### src/rtl/decode_issue_queue.sv
// ----------------------------------------------------------------------------
// decode_issue_queue
//
// FIFO between the instruction decoder and the register-read stage. It holds
// fully decoded instruction bundles and exchanges them over valid/ready
// handshakes. It decouples decode from register-read stalls and can discard
// all queued bundles on a branch-redirect flush. The bundle contents are
// opaque to this block.
//
// Ports
//   clock_i      in   1            sole clock, rising edge
//   resset_i     in   1            synchronous active-high reset
//   flush_i      in   1            discard all queued entries (synchronous)
//   in_valid_i   in   1            decoder presents a bundle
//   in_ready_o   out  1            queue accepts a bundle this cycle
//   in_bundle_i  in   bundleWidth  decoded bundle from the decoder
//   out_valid_o  out  1            head bundle valid for register-read
//   out_ready_i  in   1            register-read takes the head this cycle
//   out_bundle_o out  bundleWidth  head bundle
//   count_o      out  ptrWidth+1   current occupancy, 0..depth
//
// Configuration macro
//   DECODE_QUEUE_BYPASS_EN : when the queue is empty and both sides handshake
//   with no flush, in_bundle_i passes straight to out_bundle_o in the same
//   cycle and is not stored. Undefined: minimum latency is one cycle.
// ----------------------------------------------------------------------------
module decode_issue_queue #(
    parameter int depth       = 4,
    parameter int ptrWidth    = 2,
    parameter int bundleWidth = 133
) (
    input  logic                   clock_i,
    input  logic                   resset_i,
    input  logic                   flush_i,
    input  logic                   in_valid_i,
    output logic                   in_ready_o,
    input  logic [bundleWidth-1:0] in_bundle_i,
    output logic                   out_valid_o,
    input  logic                   out_ready_i,
    output logic [bundleWidth-1:0] out_bundle_o,
    output logic [ptrWidth:0]      count_o
);

    localparam logic [ptrWidth:0]   full_count = (ptrWidth + 1)'(depth);
    localparam logic [ptrWidth-1:0] ptr_one    = ptrWidth'(1);

    logic [bundleWidth-1:0] storage [depth];
    logic [ptrWidth-1:0]    wr_ptr;
    logic [ptrWidth-1:0]    rd_ptr;
    logic [ptrWidth:0]      count;

    logic push;
    logic pop;
    logic bypass;
    logic do_write;
    logic do_read;

    // Full blocks new input even when a pop happens in the same cycle; this
    // keeps in_ready_o independent of out_ready_i.
    assign in_ready_o = !resset_i && (count != full_count);

`ifdef DECODE_QUEUE_BYPASS_EN
    // Empty queue with both sides handshaking: forward the incoming bundle
    // directly, leaving storage and pointers untouched.
    assign bypass = !resset_i && !flush_i && (count == '0) && in_valid_i && out_ready_i;
`else
    assign bypass = 1'b0;
`endif

    always_comb begin
        out_valid_o  = (count != '0) || bypass;
        out_bundle_o = bypass ? in_bundle_i : storage[rd_ptr];
    end

    assign push     = in_valid_i && in_ready_o;
    assign pop      = out_valid_o && out_ready_i;
    assign do_write = push && !bypass;
    assign do_read  = pop && !bypass;
    assign count_o  = count;

    always_ff @(posedge clock_i) begin
        if (resset_i) begin
            wr_ptr <= '0;
            rd_ptr <= '0;
            count  <= '0;
            // NOTE: storage is cleared on reset so out_bundle_o reads zero
            // afterwards; flush deliberately leaves the contents alone.
            for (int i = 0; i < depth; i++) begin
                storage[i] <= '0;
            end
        end else if (flush_i) begin
            // A same-cycle pop has already been handed to the consumer; a
            // same-cycle push is simply dropped.
            wr_ptr <= '0;
            rd_ptr <= '0;
            count  <= '0;
        end else begin
            if (do_write) begin
                storage[wr_ptr] <= in_bundle_i;
                wr_ptr          <= wr_ptr + ptr_one;
            end
            if (do_read) begin
                rd_ptr <= rd_ptr + ptr_one;
            end
            case ({do_write, do_read})
                2'b10:   count <= count + 1'b1;
                2'b01:   count <= count - 1'b1;
                default: count <= count;
            endcase
        end
    end

endmodule
### config.mk
export PLATFORM = sky130hd
export DESIGN_NAME = decode_issue_queue
export DESIGN_NICKNAME = d
export VERILOG_FILES = /design/src/rtl/decode_issue_queue.sv
export SDC_FILE = /design/constraint.sdc
export NUM_CORES = 1
export LEC_CHECK = 0
export CAP_MARGIN = 5
export CELL_PAD_IN_SITES_DETAIL_PLACEMENT = 1
export CELL_PAD_IN_SITES_GLOBAL_PLACEMENT = 2
export CORE_MARGIN = 3
export CORE_UTILIZATION = 42
export CTS_BUF_LIST = sky130_fd_sc_hd__clkbuf_8 sky130_fd_sc_hd__clkbuf_16
export CTS_CLUSTER_SIZE = 14
export DETAILED_ROUTE_END_ITERATION = 12
export GPL_ROUTABILITY_DRIVEN = 0
export PLACE_DENSITY_LB_ADDON = 0.05
export SETUP_SLACK_MARGIN = 0.1
export SYNTH_ARGS = -nofsm -noshare
export SYNTH_HDL_FRONTEND = slang
export SYNTH_SLANG_ARGS = --single-unit
### constraint.sdc
create_clock -name clock_i -period 4.9 [get_ports clock_i]
set_input_delay 0.98 -clock clock_i [delete_from_list [all_inputs] [get_ports clock_i]]
set_output_delay 0.98 -clock clock_i [all_outputs]
set_load 0.02 [all_outputs]
After elaboration in Yosys (flattened, before gate mapping)
Memories as Yosys holds them, arrays and structs flattened. A register that Yosys moved wholly into a read port is not among the register bits.
Index checks and enable logic that the tools add are counted.
{"block": "classes", "n_eq_ne": 3, "n_addsub": 4, "n_reduce_logical": 8, "n_mux": 12}
{"operator": "133-bit 2-to-1 mux", "n": 1}
{"operator": "133-bit OR reduction", "n": 1}
{"operator": "1-bit 2-to-1 mux", "n": 7}
{"operator": "2-bit 2-to-1 mux", "n": 3}
{"operator": "3-bit one-hot mux with 2 select lines", "n": 1}
{"operator": "2-bit by 1-bit adder with 2-bit output, second input constant", "n": 2}
{"operator": "3-bit by 1-bit adder with 3-bit output, second input constant", "n": 1}
{"operator": "1-bit logical AND", "n": 3}
{"operator": "3-bit != test, second input constant", "n": 1}
{"operator": "3-bit nonzero test", "n": 1}
{"operator": "3-bit by 1-bit subtractor with 3-bit output, second input constant", "n": 1}
{"operator": "2-bit by 1-bit equality test with 1-bit output, second input constant", "n": 1}
{"operator": "2-bit equality test, second input constant", "n": 1}
{"operator": "2-bit nonzero test", "n": 1}
{"operator": "2-bit OR reduction", "n": 1}
{"operator": "1-bit zero test", "n": 1}
{"block": "totals", "inputBits": 138, "mem_count": 1, "mem_bits_rw": 532, "out_inout_bits": 138, "reg_bits": 7, "elab_cells": 31}
{"memory": "storage", "words": 4, "width": 133, "rd": 1, "rd_ports_with_merged_regs": 1, "wr": 4, "line": "47", "rtl": "logic [bundleWidth-1:0] storage [depth];"}

Logic depth before layout (Yosys ltp)
{"block": "logic_depth", "ltp_word": 9, "ltp_mapped": 8, "mapped_depth_nobuf": 8}

Worst setup path before layout
OpenSTA, ideal clock, no wires.
{"block": "synth_path", "path_kind": "input to register", "startpoint": "input port resset_i", "endpoint": "memory storage[3][0] (enable)", "required_ns": 4.456, "t_arrival_ns": 3.640, "setup_slack_ns": 0.816, "setup_ns": 0.444, "path_stages": 4, "path_buffers": 1, "path_cell_list": "or3b_4 nor2_2 buf_2 a31o_2"}
{"element": "from (decl)", "line": "33", "rtl": "input logic resset_i,"}
{"element": "to (decl)", "line": "47"}

==> metrics.cfg <==
[power_and_ir_drop]
switching_share_pct=21.4
pwr-share-seq_pct=50.9
cellPowerDensity_mw_per_mm2=366
ir_worst_vdd_mv=0.269
p_clk_share_pct=41.6
power_switching_uw=2250
p_int_uw=8270
p_comb_share_pct=7.6
leakagePower_uw=0.0102

[floorplanning]
ioPinCount=276
die_h_um=241
rows=85
initial_core_util_pct=42.8
dieArea_mm2=0.0582
die_w_um=241
core_mm2=0.0542

[synthesis]
synthArstFlopShare_pct=0
synth-seq-cells=541
yosys_most_used_dff=edfxtp_1
syn_inst=1336
ys_types=32
yosysWarnings=0
synth-edff-count=532
synth_nets=1476
netlist_area_mm2=0.0232
syn_avg_cell_area_um2=17.4
seq_area_frac_synth_pct=69.5

[clocking]
cts_sinks=541
cts_hold_buffers=0
clock_latency_ps=610
cts_buffers=58
tritoncts=built
clkTransAtPathRegs_ps=60
root_buffer=clkbuf_16
clock_tree.buffer_depth=3
htree_levels=2
cts-resized-gates=0
post_cts_buffers=0

[timing]
skew_ps=9.14
hold_slack_ps=558
min_period_ps=3990
rsz0062_at_grt=false
fmax_mhz=251
tns_ps=0
drv_slew=0
worst_pin_slew_ps=901
post-route-period-util_pct=81.5
hold_viol=0
setup_violations=0
relSlewSlack_pct=39.9

[setup_path]
crit_slowest_cell=dfxtp_4
crit_chain=buf_12 > mux4_2 > clkdlybuf4s50_1
end_kind=output pin
worstPathMaxFanout=33
r2r_end=count_o[2]
setup.worst_path.end=out_bundle_o[11]
arrival_ps=3010
crit_cells=3
rr_worst_depth=8
critical-path-top-delay-family=buffers and inverters
crit_path_max_incr_delay_ps=880
rrSetupSlack_ps=2350
cp_num_buf_inv=2
required_ps=3920
start_kind=flop
reg2reg_from=count_o[2]
crit_type=flop to output pin

[route]
wl_met2_um=29500
drc_errors=0
wire_per_inst_um=24.0
dr.pass1.iters=4
finalWirelength_um=56400
top_layer=met5
viasPerCell=5.15
met3_length_um=3340
ant_nets=0
routedLengthMet1_um=22200
first_iter_violations=588
num_vias=12100

[place]
hpwl_um=30900
placed_area_mm2=0.0269
io_buffer_count=275

[finish]
syn2layout_area_growth_pct=23.7
drive_above_1_share_pct=14.9
layout.nets=1747
utilization_pct=53.0
stdcell_area_mm2=0.0288
mostFrequentLayoutCells=and2_1, edfxtp_1, clkdlybuf4s50_1, mux4_2, clkbuf_16

[global_route]
grt_pass1_wl_um=85000
grt_max_degree=135
grt_overflow_total=0
grt_usage_pct=19.8
antenna_found_initial=9
grt_pass1_vias=13500

[run_status]
run_status=completed

[hold_path]
hp-class=flop to flop

[job]
maxCapViolations=0

-- worst min-delay path by stage --
stage	startpoint	to	slack (ps)	cells past startpoint
final	rd_ptr[1]	rd_ptr[1]	560	2
after global routing	rd_ptr[1]	rd_ptr[1]	610	2
after CTS	rd_ptr[1]	rd_ptr[1]	550	2
after detailed placement	rd_ptr[1]	flop	520	2
after global placement	rd_ptr[1]	flop	510	2
after floorplan	rd_ptr[1]	flop	480	2
-- cells by family after synthesis --
family,Yosys count,synth area share [%]
AO/OA/AOI/OAI,9,0.253
XOR/XNOR,4,0.151
buffers and inverters,91,1.91
AND/OR/NAND/NOR,556,15.1
adder cells (fa/ha/maj),2,0.140
flip-flops,541,69.5
multiplexers,133,12.9
-- metal layers --
layer  vias to the layer above  global-route usage (%)
met5                         -                       0
met4                        10                    5.72
met3                        87                    5.08
met2                       226                    35.6
met1                      6279                    23.6
li1                       5520                       -
-- worst register-to-register path, cell delays in order, from the launching register on --
cell,delay [ps]
dfxtp_1,420
nor3b_4,600
or3_1,210
ha_1,190
inv_1,60
fa_1,370
xor2_1,160
or3_1,310
a21oi_1,160
-- Yosys cell counts, types with 2 or more instances --
cell | instances | share of area, %
and2_1 | 532 | 14
edfxtp_1 | 532 | 69
mux4_2 | 133 | 13
clkbuf_1 | 42 | 0.68
buf_2 | 19 | 0.41
clkbuf_2 | 14 | 0.30
dfxtp_1 | 9 | 0.78
nor2_1 | 8 | 0.13
buf_6 | 7 | 0.34
inv_1 | 4 | 0.065
or3_1 | 4 | 0.11
a21oi_1 | 3 | 0.065
buf_1 | 3 | 0.048
or2_2 | 3 | 0.081
xor2_1 | 3 | 0.11
buf_4 | 2 | 0.065
nor4_4 | 2 | 0.18
o21ai_0 | 2 | 0.043
-- power groups by stage --
stage	registers, uW	clock network [uW]	logic, uW
finish	5350	4370	797
CTS	5350	4490	821
global route	5370	4680	860
detailed placement	5450	0	817
global placement	5440	0	812
floorplan	5430	0	371
-- area by class of cell --
| cell class | instances | area (um^2) |
|---|---|---|
| clock buffer | 61 | 1530 |
| inverter | 4 | 15.0 |
| clock inverter | 46 | 369 |
| multi-input combinational | 704 | 6660 |
| tap | 696 | 871 |
| antenna | 5 | 12.5 |
| sequential | 541 | 16200 |
| timing repair buffer | 298 | 3140 |
| fill | 4975 | 25500 |
-- metrics by stage --
step	setup WS, ps	power, uW	cells
global route	680	10900	2351
floorplan	816	5800	1336
global placement	1150	6250	2243
finish	908	10500	2355
CTS	777	10700	2350
detailed placement	1110	6270	2243
-- registers in the layout, indices dropped and copies added, names as in the netlist, named ones only --
register,count
storage,532
rd_ptr,2
count_o,3
wr_ptr,2
(Power assumes the default switching activity.)
